==> src/rtl/apb_write_master_if.sv <==
// APB write bus between the sequencer (master) and the payload write slave.
interface apb_write_master_if #(
  parameter int unsigned DATA_W = 8,
  parameter int unsigned SEL_W  = 2
);
  logic              psel_x;
  logic              penable;
  logic              pwrite;
  logic [DATA_W-1:0] pwdata;
  logic [SEL_W-1:0]  write_select;
  logic              pready;

  modport master (
    output psel_x, penable, pwrite, pwdata, write_select,
    input  pready
  );

  modport slave (
    input  psel_x, penable, pwrite, pwdata, write_select,
    output pready
  );
endinterface

==> src/rtl/apb_write_master.sv <==
// APB master that latches a three-word payload on start and writes it to
// write_select 0, 1, 2 with wait-state support and a wait-state timeout.
module apb_write_master #(
  parameter int unsigned DATA_W  = 8,
  parameter int unsigned SEL_W   = 2,
  parameter int unsigned TIMEOUT = 16
) (
  input  logic              pclk,
  input  logic              preset_n,
  input  logic              start,
  input  logic [DATA_W-1:0] payload_0_in,
  input  logic [DATA_W-1:0] payload_1_in,
  input  logic [4:0]        data_size_in,
  output logic              busy,
  output logic              done,
  output logic              error,
  apb_write_master_if.master bus
);

  localparam int unsigned CNT_W   = (TIMEOUT > 0) ? $clog2(TIMEOUT + 1) : 1;
  localparam int unsigned TO_LAST = (TIMEOUT > 0) ? TIMEOUT - 1 : 0;

  typedef enum logic [1:0] {ST_IDLE, ST_SETUP, ST_ACCESS} state_e;

  state_e            state_q, state_d;
  logic [DATA_W-1:0] pay0_q, pay0_d, pay1_q, pay1_d;
  logic [4:0]        size_q, size_d;
  logic [1:0]        idx_q, idx_d;
  logic [CNT_W-1:0]  wait_q, wait_d;

  logic              psel_q, psel_d, penable_q, penable_d, pwrite_q, pwrite_d;
  logic [DATA_W-1:0] pwdata_q, pwdata_d;
  logic [SEL_W-1:0]  wsel_q, wsel_d;
  logic              busy_q, busy_d, done_q, done_d, error_q, error_d;

  // Next-state logic; bus outputs are decoded from the next state so they
  // appear registered in the cycle the FSM occupies that state.
  always_comb begin
    state_d   = state_q;
    pay0_d    = pay0_q;
    pay1_d    = pay1_q;
    size_d    = size_q;
    idx_d     = idx_q;
    wait_d    = wait_q;
    done_d    = 1'b0;
    error_d   = 1'b0;

    unique case (state_q)
      ST_IDLE: begin
        if (start) begin
          pay0_d  = payload_0_in;
          pay1_d  = payload_1_in;
          size_d  = data_size_in;
          idx_d   = 2'd0;
          wait_d  = '0;
          state_d = ST_SETUP;
        end
      end
      ST_SETUP: state_d = ST_ACCESS;
      ST_ACCESS: begin
        if (bus.pready) begin
          if (idx_q == 2'd2) begin
            state_d = ST_IDLE;
            done_d  = 1'b1;
          end else begin
            idx_d   = idx_q + 2'd1;
            wait_d  = '0;
            state_d = ST_SETUP;
          end
        end else if ((TIMEOUT != 0) && (wait_q == CNT_W'(TO_LAST))) begin
          state_d = ST_IDLE;
          error_d = 1'b1;
        end else if (TIMEOUT != 0) begin
          wait_d = wait_q + CNT_W'(1);
        end
      end
      default: state_d = ST_IDLE;
    endcase

    psel_d    = (state_d != ST_IDLE);
    penable_d = (state_d == ST_ACCESS);
    pwrite_d  = psel_d;
    busy_d    = psel_d;
    wsel_d    = '0;
    pwdata_d  = '0;
    if (psel_d) begin
      wsel_d = SEL_W'(idx_d);
      unique case (idx_d)
        2'd0:    pwdata_d = pay0_d;
        2'd1:    pwdata_d = pay1_d;
        default: pwdata_d = DATA_W'(size_d);
      endcase
    end
  end

  always_ff @(posedge pclk or negedge preset_n) begin
    if (!preset_n) begin
      state_q   <= ST_IDLE;
      pay0_q    <= '0;
      pay1_q    <= '0;
      size_q    <= '0;
      idx_q     <= '0;
      wait_q    <= '0;
      psel_q    <= 1'b0;
      penable_q <= 1'b0;
      pwrite_q  <= 1'b0;
      pwdata_q  <= '0;
      wsel_q    <= '0;
      busy_q    <= 1'b0;
      done_q    <= 1'b0;
      error_q   <= 1'b0;
    end else begin
      state_q   <= state_d;
      pay0_q    <= pay0_d;
      pay1_q    <= pay1_d;
      size_q    <= size_d;
      idx_q     <= idx_d;
      wait_q    <= wait_d;
      psel_q    <= psel_d;
      penable_q <= penable_d;
      pwrite_q  <= pwrite_d;
      pwdata_q  <= pwdata_d;
      wsel_q    <= wsel_d;
      busy_q    <= busy_d;
      done_q    <= done_d;
      error_q   <= error_d;
    end
  end

  assign bus.psel_x       = psel_q;
  assign bus.penable      = penable_q;
  assign bus.pwrite       = pwrite_q;
  assign bus.pwdata       = pwdata_q;
  assign bus.write_select = wsel_q;
  assign busy             = busy_q;
  assign done             = done_q;
  assign error            = error_q;

endmodule
==> src/flat_wrapper.sv <==
// flat-port wrapper written by rule: the top's interface ports become plain ports
module apb_write_master_flat 
#(
  parameter int unsigned DATA_W  = 8,
  parameter int unsigned SEL_W   = 2,
  parameter int unsigned TIMEOUT = 16
)
  (pclk, preset_n, start, payload_0_in, payload_1_in, data_size_in, busy, done, error, bus_psel_x, bus_penable, bus_pwrite, bus_pwdata, bus_write_select, bus_pready);
  apb_write_master_if #(.DATA_W(DATA_W), .SEL_W(SEL_W)) bus_i ();
  input  logic pclk;
  input  logic preset_n;
  input  logic start;
  input  logic [DATA_W-1:0] payload_0_in;
  input  logic [DATA_W-1:0] payload_1_in;
  input  logic [4:0] data_size_in;
  output logic busy;
  output logic done;
  output logic error;
  output wire logic [$bits(bus_i.psel_x)-1:0] bus_psel_x;
  output wire logic [$bits(bus_i.penable)-1:0] bus_penable;
  output wire logic [$bits(bus_i.pwrite)-1:0] bus_pwrite;
  output wire logic [$bits(bus_i.pwdata)-1:0] bus_pwdata;
  output wire logic [$bits(bus_i.write_select)-1:0] bus_write_select;
  input wire logic [$bits(bus_i.pready)-1:0] bus_pready;
  assign bus_psel_x = bus_i.psel_x;
  assign bus_penable = bus_i.penable;
  assign bus_pwrite = bus_i.pwrite;
  assign bus_pwdata = bus_i.pwdata;
  assign bus_write_select = bus_i.write_select;
  assign bus_i.pready = bus_pready;
  apb_write_master #(.DATA_W(DATA_W), .SEL_W(SEL_W), .TIMEOUT(TIMEOUT)) u_core (.pclk(pclk), .preset_n(preset_n), .start(start), .payload_0_in(payload_0_in), .payload_1_in(payload_1_in), .data_size_in(data_size_in), .busy(busy), .done(done), .error(error), .bus(bus_i));
endmodule
==> config.mk <==
export PLATFORM = sky130hd
export DESIGN_NAME = apb_write_master_flat
export DESIGN_NICKNAME = d
export VERILOG_FILES = /design/src/rtl/apb_write_master_if.sv /design/src/rtl/apb_write_master.sv /design/src/flat_wrapper.sv
export SDC_FILE = /design/constraint.sdc
export NUM_CORES = 1
export LEC_CHECK = 0
export CAP_MARGIN = 10
export CORE_MARGIN = 4
export CORE_UTILIZATION = 40
export CTS_CLUSTER_DIAMETER = 40
export CTS_CLUSTER_SIZE = 10
export DETAILED_ROUTE_END_ITERATION = 8
export GPL_ROUTABILITY_DRIVEN = 0
export PLACE_DENSITY_LB_ADDON = 0.12
export SETUP_SLACK_MARGIN = 0.05
export SLEW_MARGIN = 25
export SYNTH_ARGS = -nofsm -noshare
export SYNTH_HDL_FRONTEND = slang
export SYNTH_SLANG_ARGS = --single-unit
==> constraint.sdc <==
create_clock -name pclk -period 3.34 [get_ports pclk]
set_clock_uncertainty 0.1 [all_clocks]
set_input_delay 1.002 -clock pclk [delete_from_list [all_inputs] [get_ports pclk]]
set_output_delay 1.002 -clock pclk [all_outputs]
set_load 0.05 [all_outputs]
-- After elaboration in Yosys (flattened, before gate mapping)
Index checks and enable logic that the tools add are counted.
- flip-flop bits (word level): 44
- input port bits: 25
- output and inout port bits: 16
- logic and storage cells: 57
- $add $sub $neg: 2
- equality and inequality tests: 9
- muxes and demuxes: 29
- reduce and logical (&&, ||, !) cells: 5
- operators by type and width (operator ; number):
    two-way mux 8 bit ; 5
    two-way mux 5 bit ; 6
    one-hot mux 8 bit (2 select lines) ; 1
    two-way mux 2 bit ; 7
    one-hot mux 5 bit (2 select lines) ; 1
    two-way mux 1 bit ; 7
    equality test 2 bit (second input constant) ; 3
    != test 3 bit (second input constant) ; 2
    one-hot mux 2 bit (3 select lines) ; 1
    adder 5 x 1 -> 5 bit (second input constant) ; 1
    equality test 5 x 4 -> 1 bit (second input constant) ; 1
    equality test 2 x 1 -> 1 bit (second input constant) ; 2
    logical NOT 2 bit ; 2
    one-hot mux 2 bit (2 select lines) ; 1
    AND reduction 4 bit ; 1
    nonzero test 2 bit ; 2
    adder 2 x 1 -> 2 bit (second input constant) ; 1
    != test 2 bit (second input constant) ; 1

-- Logic depth before layout (Yosys ltp)
- word-level depth: 7
- depth in mapped cells: 8
- gate-level depth less buffers: 8

-- Worst setup path before layout
No wires, ideal clock.
- path type: input to register
- start point: input port bus_pready
- end point: register u_core.wait_q[2]
- library setup time: 0.125 ns
- arrival: 2.100 ns
- data required time: 3.115 ns
- path slack: 1.015 ns
- stages on the path: 5
- buffers on the path: 1
- path through: buf_6 > mux2_4 > o21a_1 > nor3b_2 > mux2_2
- word-level cells in the longest chain between the ends: 2
- elaborated cells between the ends (all ways): 5
- those cells by class: eq/ne (2); mux (2); reduce/logical (1)
- RTL lines (element ; line ; RTL):
    start, declared ; flat_wrapper.sv:24 ; input wire logic [$bits(bus_i.pready)-1:0] bus_pready;
    != test 3 bit (no line) or two-way mux 5 bit (tied branches) ; -- ;
    AND reduction 4 bit (no line) or one-hot mux 5 bit (2 select lines) (tied branches) ; -- ;
    end signal, assigned ; apb_write_master.sv:118 ; wait_q <= wait_d;
    end, declared ; apb_write_master.sv:29 ; logic [CNT_W-1:0] wait_q, wait_d;
Several ways; a longest one is shown, not always the timed one.
A chain may end at the register's enable or synchronous reset.

-- Worst setup path after layout
- start point: input port bus_pready
- end point: register u_core.wait_q[3]
Same word-level chain as after synthesis.

==> out/metrics.csv <==
stage,metric,value,unit
status,status,completed,
pwr,leakagePower,1.09,nW
yosys,syn-cell-area,1940,µm²
worst_setup_path,criticalPathCategory,input port to flop,
global_routing,grt_pass1_wl,6310,µm
pwr,powerDensity,902,nW/µm²
timing,finalSetupTns,0,ps
placement,dp_slack,370,ps
yosys,synth.distinct_cells,35,
yosys,synth_top_family_by_area,multiplexers,
cts,worstSkewPairLatency,290,ps
cts,cts_buffers,5,
floorplan,coreArea,4690,µm²
cts,cts_tree,yes,
worst_setup_path,reg2reg_from,u_core.wait_q[0]$_DFFE_PN0P_,
global_routing,overflow,0,
floorplan,rows,25,
yosys,yosys.area.top_type_share,56.9,%
route,drtIter0Drc,62,
timing,hold_viol_final,0,
timing,final-setup-viol-count,0,
yosys,ys_async_sr_fraction,100,%
yosys,synthTopCellsByArea,"dfrtp_1 57%, mux2_1 8.7%, mux2_2 4.7%",
timing,max_slew_margin,64.4,%
worst_setup_path,crit_fanout,9,
route,vias,1195,
timing,drv_slew,0,
global_routing,antenna_found_initial,0,
route,dr.pass1.iters,4,
flow_run,max_cap_violations,0,
yosys,synth_seq_cells,44,
route,wl_per_cell,14.8,µm
yosys,synthAdderAreaFrac,2.59,%
worst_setup_path,reg2reg_to,u_core.wait_q[3]$_DFFE_PN0P_,
yosys,yosysSeqAreaShare,56.9,%
cts,post_cts_resized,0,
floorplan,ioPinCount,41,
hold_path,hold_end,u_core.pay1_q[0]$_DFF_PN0_,
yosys,synth_simple_gate_area_share,10.2,%
floorplan,die_h,77.6,µm
yosys,synth_compound_area_share,7.95,%
worst_setup_path,slowest_delay,640,ps
worst_setup_path,worstPathCellList,clkdlybuf4s50_1 > mux2_4 > o21a_1 > nor3_2 > mux2_2,
global_routing,grt_pass1_vias,1333,
timing,fin_crit_sh,80.1,%
timing,tightest_slew,534,ps
timing,fmax,374,MHz
cells_and_area,area_growth,26.4,%
pwr,peakVddDrop,0.393,mV
yosys,synthFlopType,dfrtp_1,
yosys,synth_top_area_cell,dfrtp_1,
yosys,postSynthCellCount,145,
worst_setup_path,end_kind,flop,
cells_and_area,drive_above_1_share,13.9,%
cts,clk_root_buffer_cell,clkbuf_8,
yosys,yosys_warnings,0,
worst_setup_path,reg2reg_depth,7,
floorplan,design.die.area,6020,µm²
floorplan,initial_core_util,41.3,%
hold_path,whs_path_depth,1,
cts,clock_sink_count,44,
route,vias_per_cell,4.96,
route,drtAntennaViolNets,0,
route,routed_wirelength,3580,µm
worst_setup_path,cp.arrival,2750,ps
floorplan,die_w,77.6,µm
placement,numPortBuffers,40,
cts,cts.reportedPaths.clkPinSlew,80,ps
yosys,muxShareOfSynthArea,17.3,%
worst_setup_path,required,3410,ps
worst_setup_path,rrSetupSlack,1090,ps
timing,rsz0062_at_grt,false,
placement,dp_hpwl,2550,µm
cells_and_area,antenna_cells,0,
timing,min_period,2680,ps
cts,post_cts_buffers,0,
timing,setup_slack,663,ps
global_routing,track_usage,13.3,%
route,drc_errors,0,
yosys,synth_xor_area_share,0,%
cts,clockBufferDepth,2,
cts,ctsHoldBuffers,0,
hold_path,hold_class,flop to flop,
hold_path,min_from,u_core.pay1_q[0]$_DFF_PN0_,
yosys,synth_edf_count,0,
cells_and_area,nNetsFinal,215,
cts,htree_levels,2,
worst_setup_path,startpoint_type,input port,
yosys,postSynthAreaPerCell,13.3,µm²
global_routing,grt_max_degree,45,
yosys,synth_fp_nets,174,
worst_setup_path,cp_slowest_cell,clkdlybuf4s50_1,
[layout by cell type (no fill, tap or decap), drive strengths merged]
| cell | instances |
|---|---|
| dfrtp | 44 |
| clkdlybuf4s50 | 39 |
| mux2 | 24 |
| inv | 8 |
| o2bb2ai | 7 |
| clkbuf | 7 |
| nand2 | 6 |
| mux2i | 6 |
| nor2 | 5 |
| o21ai | 5 |
| ha | 4 |
| a21oi | 4 |
| nand2b | 3 |
| nor2b | 3 |
| buf | 3 |
| nor3b | 3 |
| o21bai | 2 |
| and3b | 2 |
| nand3 | 2 |
| and4b | 1 |
| a211oi | 1 |
| nand3b | 1 |
| or3 | 1 |
| o31a | 1 |
| and3 | 1 |
| o21a | 1 |
| or2 | 1 |
| nor3 | 1 |
| clkinvlp | 1 |
[cell type report]
class                      count  area (µm²)
sequential                    44        1100
inverter                       8        30.0
clock inverter                 1        7.51
clock buffer                   7        86.3
timing repair buffer          42         413
multi-input combinational     85         742
fill                         398        2240
tap                           54        67.6
[routing by layer]
layer / global-route usage, % / routed length, µm / up-vias
li1: - / - / 581
met1: 17.0 / 1580 / 578
met2: 21.0 / 1740 / 31
met3: 4.64 / 207 / 5
met4: 4.45 / 43 / 0
met5: 0 / 0 / -
[stage by stage]
stage | hold slack (ps) | util [%] | instance area [µm²] | total power, W | instances
6_report | 386 | 52.2 | 2450 | 0.00221 | 241
5_1_grt | 412 | 52.2 | 2450 | 0.00237 | 241
2_1_floorplan | 354 | - | 1940 | 0.00165 | 145
3_5_place_dp | 369 | 50.1 | 2350 | 0.00190 | 233
4_1_cts | 389 | 52.1 | 2440 | 0.00224 | 241
3_3_place_gp | 362 | 50.1 | 2350 | 0.00186 | 233
[state kept, by name, summed over array words and instances, names as in the netlist]
signal and cells:
u_core.size_q 5, u_core.pay1_q 8, u_core.pay0_q 8, u_core.done 1
u_core.idx_q 2, u_core.state_q 2, u_core.bus.write_select 2, u_core.bus.pwdata 8
u_core.bus.penable 1, u_core.error 1, u_core.wait_q 5, u_core.bus.psel_x 1
[report_power, final]
part	total (W)	internal (W)	switching, W
combinational	0.00101	0.000413	0.000599
sequential	0.000858	0.000753	0.000105
clock	0.000336	0.000168	0.000168
[cell usage after synthesis (2+ instances only)]
cell type / instances
dfrtp_1: 44
and3b_1: 2
nor3b_2: 2
nor2_1: 5
buf_4: 4
buf_6: 3
o21bai_1: 2
a21oi_1: 3
ha_1: 4
inv_1: 7
mux2_1: 15
nand2b_1: 3
mux2i_1: 6
nand2_1: 6
mux2_2: 8
o2bb2ai_1: 7
nor2b_1: 3
o21ai_0: 4
[cells by family (layout without fill, tap and decap cells)]
group / Yosys count / in the layout
flip-flops: 44 / 44
buffers and inverters: 16 / 58
AND/OR/NAND/NOR: 30 / 30
adder cells (fa/ha/maj): 4 / 4
AO/OA/AOI/OAI: 21 / 21
multiplexers: 30 / 30
[critical path: cells and delay by family]
kind | cells | cell delay (ps)
and+or+nand+nor | 1 | 190
muxes | 2 | 690
buffers and inverters | 1 | 640
AOI/OAI and AO/OA | 1 | 220
[worst max path at each step]
stage,startpoint,to,slack [ps]
floorplan,bus_pready,u_core.wait_q[2]$_DFFE_PN0P_,1020
global placement,bus_pready,u_core.bus.pwdata[3]$_DFF_PN0_,430
detailed placement,bus_pready,u_core.wait_q[3]$_DFFE_PN0P_,370
CTS,bus_pready,u_core.wait_q[3]$_DFFE_PN0P_,670
global route,bus_pready,u_core.bus.pwdata[3]$_DFF_PN0_,620
finish,bus_pready,u_core.wait_q[3]$_DFFE_PN0P_,660
No activity file was read; power rests on OpenSTA's default activity.
